==> config.mk <==
export PLATFORM = sky130hd
export DESIGN_NAME = am_pwm_scheduler
export DESIGN_NICKNAME = d
export VERILOG_FILES = /design/src/rtl/am_pwm_scheduler.sv
export SDC_FILE = /design/constraint.sdc
export NUM_CORES = 1
export LEC_CHECK = 0
export CAP_MARGIN = 20
export CORE_MARGIN = 2
export CORE_UTILIZATION = 55
export CTS_CLUSTER_DIAMETER = 40
export DETAILED_ROUTE_END_ITERATION = 12
export DONT_BUFFER_PORTS = 1
export GPL_ROUTABILITY_DRIVEN = 0
export PLACE_DENSITY = 0.7
export SLEW_MARGIN = 25
export SYNTH_ARGS = -nofsm -noshare
export SYNTH_HDL_FRONTEND = slang
export SYNTH_SLANG_ARGS = --single-unit
==> constraint.sdc <==
create_clock -name clk -period 3.45 [get_ports clk]
set_clock_uncertainty 0.05 [all_clocks]
set_input_delay 0.5175 -clock clk [delete_from_list [all_inputs] [get_ports clk]]
set_output_delay 0.5175 -clock clk [all_outputs]
set_load 0.01 [all_outputs]
==> src/rtl/am_pwm_scheduler.sv <==
// rtl/am_pwm_scheduler.sv - PWM sample scheduler: paces upstream samples into per-period duty loads.
// One-entry sample buffer, step/PWM-step/period counters and a 4-state run FSM.
module am_pwm_scheduler #(
  parameter int PWM_STEPS          = 64,
  parameter int CLKS_IN_PWM_STEP   = 4,
  parameter int PERIODS_PER_SAMPLE = 1,
  parameter int DUTY_W             = 8,
  parameter int IDLE_DUTY          = PWM_STEPS / 2
) (
  input  logic              clk,
  input  logic              rst,
  input  logic              enable,
  input  logic [DUTY_W-1:0] s_data,
  input  logic              s_valid,
  output logic              s_ready,
  output logic              step_tick,
  output logic              period_start,
  output logic [DUTY_W-1:0] duty,
  output logic              duty_load,
  output logic              underflow,
  input  logic              underflow_clr,
  output logic              busy
);

  localparam int SW = (CLKS_IN_PWM_STEP > 1) ? $clog2(CLKS_IN_PWM_STEP) : 1;
  localparam int PW = (PWM_STEPS > 1) ? $clog2(PWM_STEPS) : 1;
  localparam int QW = (PERIODS_PER_SAMPLE > 1) ? $clog2(PERIODS_PER_SAMPLE) : 1;
  localparam logic [SW-1:0] STEP_LAST = SW'(CLKS_IN_PWM_STEP - 1);
  localparam logic [PW-1:0] PWM_LAST  = PW'(PWM_STEPS - 1);
  localparam logic [QW-1:0] PER_LAST  = QW'(PERIODS_PER_SAMPLE - 1);

  typedef enum logic [1:0] {S_IDLE, S_PRIME, S_RUN, S_UNDERFLOW} state_t;

  state_t            state, state_nx;
  logic [SW-1:0]     step_cnt;
  logic [PW-1:0]     pwm_cnt;
  logic [QW-1:0]     per_cnt;
  logic [DUTY_W-1:0] next_data;
  logic              next_valid;
  logic              draining;

  logic              running, period_end, sample_end, stopping, accept;
  logic              load_en, consume, bypass, prime_start, set_uf;
  logic [DUTY_W-1:0] load_val;

  function automatic logic [DUTY_W-1:0] clamp_duty(input logic [DUTY_W-1:0] v);
    return (v > DUTY_W'(PWM_STEPS)) ? DUTY_W'(PWM_STEPS) : v;
  endfunction

  assign busy    = (state != S_IDLE);
  assign s_ready = (state != S_IDLE) && !next_valid;
  assign accept  = s_valid && s_ready;

  always_ff @(posedge clk or posedge rst) begin
    if (rst) state <= S_IDLE;
    else     state <= state_nx;
  end

  always_comb begin
    running     = (state == S_RUN) || (state == S_UNDERFLOW);
    step_tick   = running && (step_cnt == STEP_LAST);
    period_end  = step_tick && (pwm_cnt == PWM_LAST);
    sample_end  = period_end && (per_cnt == PER_LAST);
    stopping    = draining || !enable;
    state_nx    = state;
    load_en     = 1'b0;
    load_val    = duty;
    consume     = 1'b0;
    bypass      = 1'b0;
    prime_start = 1'b0;
    set_uf      = 1'b0;
    case (state)
      S_IDLE: if (enable) state_nx = S_PRIME;
      S_PRIME: begin
        if (!enable) begin
          state_nx = S_IDLE;
        end else if (next_valid || accept) begin
          // A sample arriving while priming goes straight to duty, skipping the buffer.
          state_nx    = S_RUN;
          load_en     = 1'b1;
          load_val    = clamp_duty(next_valid ? next_data : s_data);
          consume     = next_valid;
          bypass      = !next_valid;
          prime_start = 1'b1;
        end
      end
      S_RUN, S_UNDERFLOW: begin
        if (period_end && stopping) begin
          state_nx = S_IDLE;
          load_en  = 1'b1;
          load_val = '0;
        end else if (sample_end) begin
          load_en = 1'b1;
          if (next_valid) begin
            state_nx = S_RUN;
            load_val = clamp_duty(next_data);
            consume  = 1'b1;
          end else begin
            state_nx = S_UNDERFLOW;
            load_val = DUTY_W'(IDLE_DUTY);
            set_uf   = 1'b1;
          end
        end
      end
      default: state_nx = S_IDLE;
    endcase
  end

  always_ff @(posedge clk or posedge rst) begin
    if (rst) begin
      step_cnt     <= '0;
      pwm_cnt      <= '0;
      per_cnt      <= '0;
      next_data    <= '0;
      next_valid   <= 1'b0;
      draining     <= 1'b0;
      duty         <= '0;
      duty_load    <= 1'b0;
      period_start <= 1'b0;
      underflow    <= 1'b0;
    end else begin
      if (running && state_nx != S_IDLE) begin
        step_cnt <= step_tick ? '0 : step_cnt + 1'b1;
        if (step_tick)  pwm_cnt <= (pwm_cnt == PWM_LAST) ? '0 : pwm_cnt + 1'b1;
        if (period_end) per_cnt <= (per_cnt == PER_LAST) ? '0 : per_cnt + 1'b1;
      end else begin
        step_cnt <= '0;
        pwm_cnt  <= '0;
        per_cnt  <= '0;
      end

      // Once a stop is requested it sticks until IDLE, even if enable returns.
      draining <= running && (state_nx != S_IDLE) && (draining || !enable);

      if (consume) begin
        next_valid <= 1'b0;
      end else if (accept && !bypass) begin
        next_valid <= 1'b1;
        next_data  <= s_data;
      end

      if (load_en) duty <= load_val;
      duty_load    <= load_en;
      period_start <= period_end || prime_start;

      if (set_uf)             underflow <= 1'b1;
      else if (underflow_clr) underflow <= 1'b0;
    end
  end

endmodule

==> impl_summary.txt, run 1 <==
----------------------------------------------------
[Timing]
  Setup repair after global routing missed its margin ... false
  Pins over their slew limit ... 0
  Final Cycle Share ... 64.8%
  Worst-margin pin slew ... 750 ps
  Worst-case setup margin in the final layout ... 1220 ps
  Minimum clock period after layout ... 2230 ps
  Final-layout setup total negative slack ... 0 ps
  Worst rel slew slack ... 50.0%
  Achievable frequency ... 448 MHz
  Number of hold violations in the final report ... 0
  Final setup fails ... 0

[Die]
  Placeable core area ... 2710 µm²
  Floorplan die height ... 57.0 µm
  Die Area ... 3250 µm²
  Die X-Extent ... 57.0 µm
  Initial Utilization ... 57.1%
  Row Count ... 19
  I/O Pins ... 27

[Worst setup path]
  Number of logic stages on the critical path including buffering ... 2
  Register-to-register setup slack ... 1410 ps
  Cell family with the largest share of critical-path delay ... flip-flops
  Worst stage delay on the critical path ... 830 ps
  Cell-by-cell listing of the critical path ... or2_2 > nor2b_1
  Buffering stage count on the worst path with inverters included ... 0
  Number of cells on the worst reg-to-reg path ... 3
  Critical path capture point type ... primary output
  Startpoint types ... flip-flop
  Critical path fanouts, max ... 23
  Max stage delay cell, worst path ... dfrtp_1
  Critical path start-end classification ... flip-flop to primary output
  Required arrival time at the worst endpoint ... 2880 ps
  Data arrival time at the worst-slack endpoint ... 1670 ps

[Detailed routing]
  Average vias per placed instance ... 6.25
  Routed Wire Length ... 2920 µm
  Via Count ... 1062
  DRC violations left ... 0
  Number of iterations in the first detailed-routing pass ... 4
  Residual antenna-violating net count after detailed routing ... 0
  Iter 0 DRT Violations ... 24
  Routed length per instance ... 17.2 µm

[GRT]
  Largest net degree at the start of global routing ... 24
  Global routing met3 resource utilization ... 8.16%
  Number of global-route vias before repair ... 1094
  GR peak layer ... met2
  Global-route track usage on met1 ... 25.3%
  Met2 usage ... 36.0%
  GRT Util Overall ... 21.7%
  Initial antenna violation count ... 0
  Grt total ovfl ... 0
  First-pass GRT wire length ... 5240 µm

[Logic synthesis]
  FF+latch count, synth ... 31
  Asr flop ratio synth ... 100%
  Count of warnings emitted by yosys ... 0
  Count of unique library cells instantiated by Yosys ... 46
  Mean post-synth cell area ... 11.3 µm²
  Sequential fraction of the synthesis area ... 50.2%
  Cell count after synthesis ... 137
  Top flip-flop cell by instance count after synthesis ... dfrtp_1
  Post-Syn Area ... 1550 µm²
  Synth Net Count ... 152
  EDFF count, synth ... 0

[Pwr]
  Power density over the cells ... 742 nW/µm²
  Worst-case vdd ir drop ... 525 µV
  Static leakage power ... 0.752 nW

[Placement]
  I/O Buffers ... 0
  Post-detail-place hpwl ... 2080 µm
  Placed standard-cell area ... 1550 µm²
  Total instance count after detailed placement ... 162
  DP Worst Slack ... 1410 ps

[Layout]
  Number of nets in the layout ... 154
  Filler Cells Inserted ... 256
  Ratio of cells with drive above 1 in the final layout ... 13.7%
  Leading cell types in the layout, fill and taps excluded ... dfrtp_1 (31), nand2_1 (9), mux2_1 (8)
  Post-route insts no fill ... 170
  Layout overhead on the synthesized area ... 4.21%
  Number of antenna diodes ... 0
  Most frequent standard cell in the layout excluding fill and tap cells ... dfrtp_1
  Area taken by flip-flops and latches ... 776 µm²
  Total area of multi-input combinational cells ... 701 µm²
  Final cell area excluding filler cells ... 1610 µm²

[Flow run]
  Total of max-cap violations ... 0

[Clock network]
  Clk pin slew, worst setup/hold paths ... 80 ps
  Number of post-CTS setup repair buffers ... 0
  Cts repair resizes ... 0
  Clock Sink Count ... 31
  TritonCTS clock tree ... yes
  Clock buffers created by TritonCTS ... 5
  Bufs on Longest Clock Path ... 2
  Number of H-tree levels ... 2
  Clk_lat worst skew ... 330 ps
  Clock Tree Root ... clkbuf_4

[Outcome]
  Status ... completed

[Hold path]
  Hold-critical path depth ... 1
  Worst hold-check path type ... primary input to flip-flop

----------------------------------------------------
[stage by stage]
stage | utilization [%] | power (mW) | hold slack (ps)
global placement | 57.0 | 0.970 | 335
CTS | 59.5 | 1.21 | 228
finish | 59.5 | 1.20 | 247
detailed placement | 57.0 | 0.994 | 348
floorplan | - | 0.924 | 364
global route | 59.5 | 1.29 | 229
[where the power goes]
| part | internal (mW) | switching [mW] |
|---|---|---|
| Clock | 0.0942 | 0.116 |
| Combinational | 0.167 | 0.168 |
| Sequential | 0.487 | 0.163 |
[per-layer routing]
| metal | vias up | wire, µm |
|---|---|---|
| li1 | 505 | - |
| met1 | 527 | 1220 |
| met2 | 26 | 1480 |
| met3 | 4 | 172 |
| met4 | 0 | 44 |
| met5 | - | 0 |
[cell families after synthesis]
| group | share of synthesized area (%) |
|---|---|
| simple gates | 19.3 |
| fa+ha+maj | 1.62 |
| flops | 50.2 |
| compound gates | 12.9 |
| buf+inv | 4.53 |
| xor+xnor | 1.13 |
| mux | 10.4 |
[synthesized netlist by cell type, types with 2 or more instances]
library cell	number	area (µm²)
dfrtp_1	31	776
xnor2_1	2	17.5
a221o_1	5	50.1
nand2b_1	2	12.5
nor2_1	5	18.8
inv_2	2	7.51
ha_1	2	25.0
a21oi_1	4	20.0
and2_1	3	18.8
buf_6	2	22.5
nor2b_1	2	12.5
nand2_1	9	33.8
mux2_1	8	90.1
a31oi_1	2	12.5
nand3_1	6	30.0
o31ai_1	2	15.0
nand3b_1	3	22.5
o21ai_0	3	15.0
mux2i_1	7	70.1
buf_2	2	10.0
nor4_1	5	31.3
clkbuf_1	2	7.51
inv_1	4	15.0
a21boi_0	2	15.0
[area by class of cell]
class | instances | area share (%)
Inverter | 6 | 1.40
Clock inverter | 1 | 0.311
Sequential cell | 31 | 48.1
Multi-Input combinational cell | 93 | 43.5
Tap cell | 31 | 2.41
Timing Repair Buffer | 2 | 1.09
Clock buffer | 6 | 3.18
[worst paths after layout]
check / startpoint / endpoint
worst max-delay path: state[1] / s_ready
worst min-delay path: underflow_clr / underflow
worst max register to register: state[1] / next_data[2]
worst min register to register: step_cnt[0] / step_cnt[0]
max in group asynchronous: rst / underflow
min in group asynchronous: rst / duty[7]
[worst register-to-register path: stages (launching register included)]
cell and delay [ps]:
dfrtp_1 830, a21oi_1 80, or3b_1 580, mux2_1 390
[what timing repair did]
item	in CTS	in global routing
endpoints found under the hold margin	9	0
setup endpoints to repair	0	0
hold buffers	1	0
[state kept, by name, indices dropped and copies added (netlist names)]
signal and count:
pwm_cnt 6, next_valid 1, underflow 1, state 2
draining 1, next_data 8, duty 8, duty_load 1
period_start 1, step_cnt 2
(Power assumes the default switching activity.)
==> run 2, diff against run 1 <==
- clock period: 3.45 -> 2.1 ns (I/O delays scaled with it)
==> impl_summary.txt, run 2 (synthesis results as in run 1) <==
----------------------------------------------------
[Outcome]
  Status ... completed

[Worst setup path]
  Required arrival time at the worst endpoint ... 2310 ps (-570 ps)
  Launch instance of the worst register-to-register path ... step_cnt[0]
  Critical path capture point type ... flip-flop
  Start point of the critical path ... step_cnt[0]
  Worst stage delay on the critical path ... 360 ps (-470 ps)
  Max stage delay cell, worst path ... dfrtp_1
  Critical path fanouts, max ... 11 (-52%)
  Cell family with the largest share of critical-path delay ... simple AND/OR/NAND/NOR gates
  Critical path start-end classification ... flip-flop to flip-flop
  Data arrival time at the worst-slack endpoint ... 1980 ps (+310 ps)
  Startpoint types ... flip-flop
  Buffering stage count on the worst path with inverters included ... 0 (unchanged)
  Cell-by-cell listing of the critical path ... ha_1 > and3_2 > nand4_2 > nor2_2 > a221o_1

[Timing]
  Achievable frequency ... 567 MHz
  Number of hold violations in the final report ... 0 (unchanged)
  Minimum clock period after layout ... 1760 ps
  Pins over their slew limit ... 0 (unchanged)
  Final Cycle Share ... 84.0%
  Setup repair after global routing missed its margin ... false
  Worst rel slew slack ... 63.3% (+13 points)
  Worst-margin pin slew ... 550 ps (-200 ps)
  Tightest hold margin ... 46.7 ps (-201 ps)
  Final-layout setup total negative slack ... 0 ps (unchanged)
  Final setup fails ... 0 (unchanged)

[Pwr]
  Static leakage power ... 0.781 nW (+3.7%)
  Worst-case vdd ir drop ... 995 µV (+90%)
  Power density over the cells ... 1280 nW/µm² (+73%)

[Clock network]
  Clock buffers created by TritonCTS ... 5 (unchanged)
  Clock Sink Count ... 31 (unchanged)
  Number of H-tree levels ... 2 (unchanged)
  Clk pin slew, worst setup/hold paths ... 90 ps (about the same)
  Clock Tree Root ... clkbuf_4
  Bufs on Longest Clock Path ... 2 (unchanged)
  Number of post-CTS setup repair buffers ... 0 (unchanged)
  Clk_lat worst skew ... 330 ps (about the same)
  Cts repair resizes ... 0 (unchanged)
  TritonCTS clock tree ... yes
  Number of hold-repair buffers added at the cts stage ... 1 (unchanged)

[Detailed routing]
  DRC violations left ... 0 (unchanged)
  Number of iterations in the first detailed-routing pass ... 4 (unchanged)
  Average vias per placed instance ... 6.09 (-2.6%)
  Routed length per instance ... 17.5 µm (+1.9%)
  Routed Wire Length ... 3050 µm (+4.3%)
  Residual antenna-violating net count after detailed routing ... 0 (unchanged)
  Via Count ... 1059 (-0.28%)
  Iter 0 DRT Violations ... 31 (+29%)

[Layout]
  Registers with the most flip-flops ... duty x8, next_data x8, pwm_cnt x6
  Number of nets in the layout ... 157 (+1.9%)
  Layout overhead on the synthesized area ... 7.61%
  Ratio of cells with drive above 1 in the final layout ... 16.1% (+2.4 points)
  Final cell area excluding filler cells ... 1660 µm² (+3.3%)
  Leading cell types in the layout, fill and taps excluded ... dfrtp_1 (31), nand2_1 (9), mux2_1 (8)
  Most frequent standard cell in the layout excluding fill and tap cells ... dfrtp_1
  Post-route insts no fill ... 174 (+2.4%)
  Number of antenna diodes ... 0 (unchanged)

[Die]
  Row Count ... 19 (unchanged)
  Die Area ... 3250 µm² (unchanged)
  Floorplan die height ... 57.0 µm (unchanged)
  Die X-Extent ... 57.0 µm (unchanged)
  Placeable core area ... 2710 µm² (unchanged)
  Initial Utilization ... 57.1% (unchanged)
  I/O Pins ... 27 (unchanged)

[GRT]
  Number of global-route vias before repair ... 1117 (+2.1%)
  First-pass GRT wire length ... 5130 µm (-2.0%)
  GRT Util Overall ... 20.9% (-0.77 points)
  Initial antenna violation count ... 0 (unchanged)
  Grt total ovfl ... 0 (unchanged)
  Largest net degree at the start of global routing ... 27 (+13%)

[Placement]
  Post-detail-place hpwl ... 2120 µm (+2.2%)
  Total instance count after detailed placement ... 165 (+1.9%)
  Placed standard-cell area ... 1570 µm² (+1.5%)
  I/O Buffers ... 0 (unchanged)

[Hold path]
  Start point of the worst min-delay path ... underflow_clr
  Worst hold-check path type ... primary input to flip-flop

[Flow run]
  Total of max-cap violations ... 0 (unchanged)

----------------------------------------------------
## run 2: cell count changes in the layout (fill, tap and decap cells not counted)
cell and delta:
buf_4 +3, bufinv_16 +1
## run 2: layout make-up
| class | instances | area [µm²] |
|---|---|---|
| Timing Repair Buffer | 5 | 40.0 |
| Sequential cell | 31 | 776 |
| Tap cell | 31 | 38.8 |
| Fill cell | 229 | 1050 |
| Clock inverter | 2 | 35.0 |
| Inverter | 6 | 22.5 |
| Clock buffer | 6 | 51.3 |
| Multi-Input combinational cell | 93 | 701 |
## run 2: worst paths after layout
path / to / slack [ps] / cells after the start
min: underflow / 50 / 1
min in group asynchronous: next_data[1] / 280 / 2
min reg2reg: step_cnt[0] / 400 / 1
max reg2reg: duty[3] / 340 / 5
max: duty[3] / 340 / 5
max in group asynchronous: state[1] / 1110 / 3
## run 2: report_power, final
part / leakage, nW / internal, mW / switching (mW) / total, mW
logic: 0.341 / 0.297 / 0.349 / 0.646
clock network: 0.0482 / 0.281 / 0.202 / 0.483
registers: 0.392 / 0.801 / 0.205 / 1.01
total: 0.781 / 1.38 / 0.756 / 2.14
## run 2: per-layer routing
| layer | vias up | share of wire [%] | track usage [%] | wire, µm |
|---|---|---|---|---|
| met3 | 6 | 5.4 | 7.03 | 165 |
| li1 | 510 | - | - | - |
| met1 | 518 | 44 | 25.0 | 1350 |
| met4 | 0 | 1.5 | 8.64 | 45 |
| met2 | 25 | 49 | 34.6 | 1490 |
| met5 | - | 0 | 0 | 0 |
## run 2: metrics by stage
stage / util (%) / power [mW] / setup slack (ps)
4_1_cts: 61.4 / 2.16 / 330
3_5_place_dp: 57.8 / 1.66 / 347
6_report: 61.4 / 2.14 / 336
2_1_floorplan: - / 1.52 / 482
5_1_grt: 61.4 / 2.28 / 218
3_3_place_gp: 57.8 / 1.63 / 378
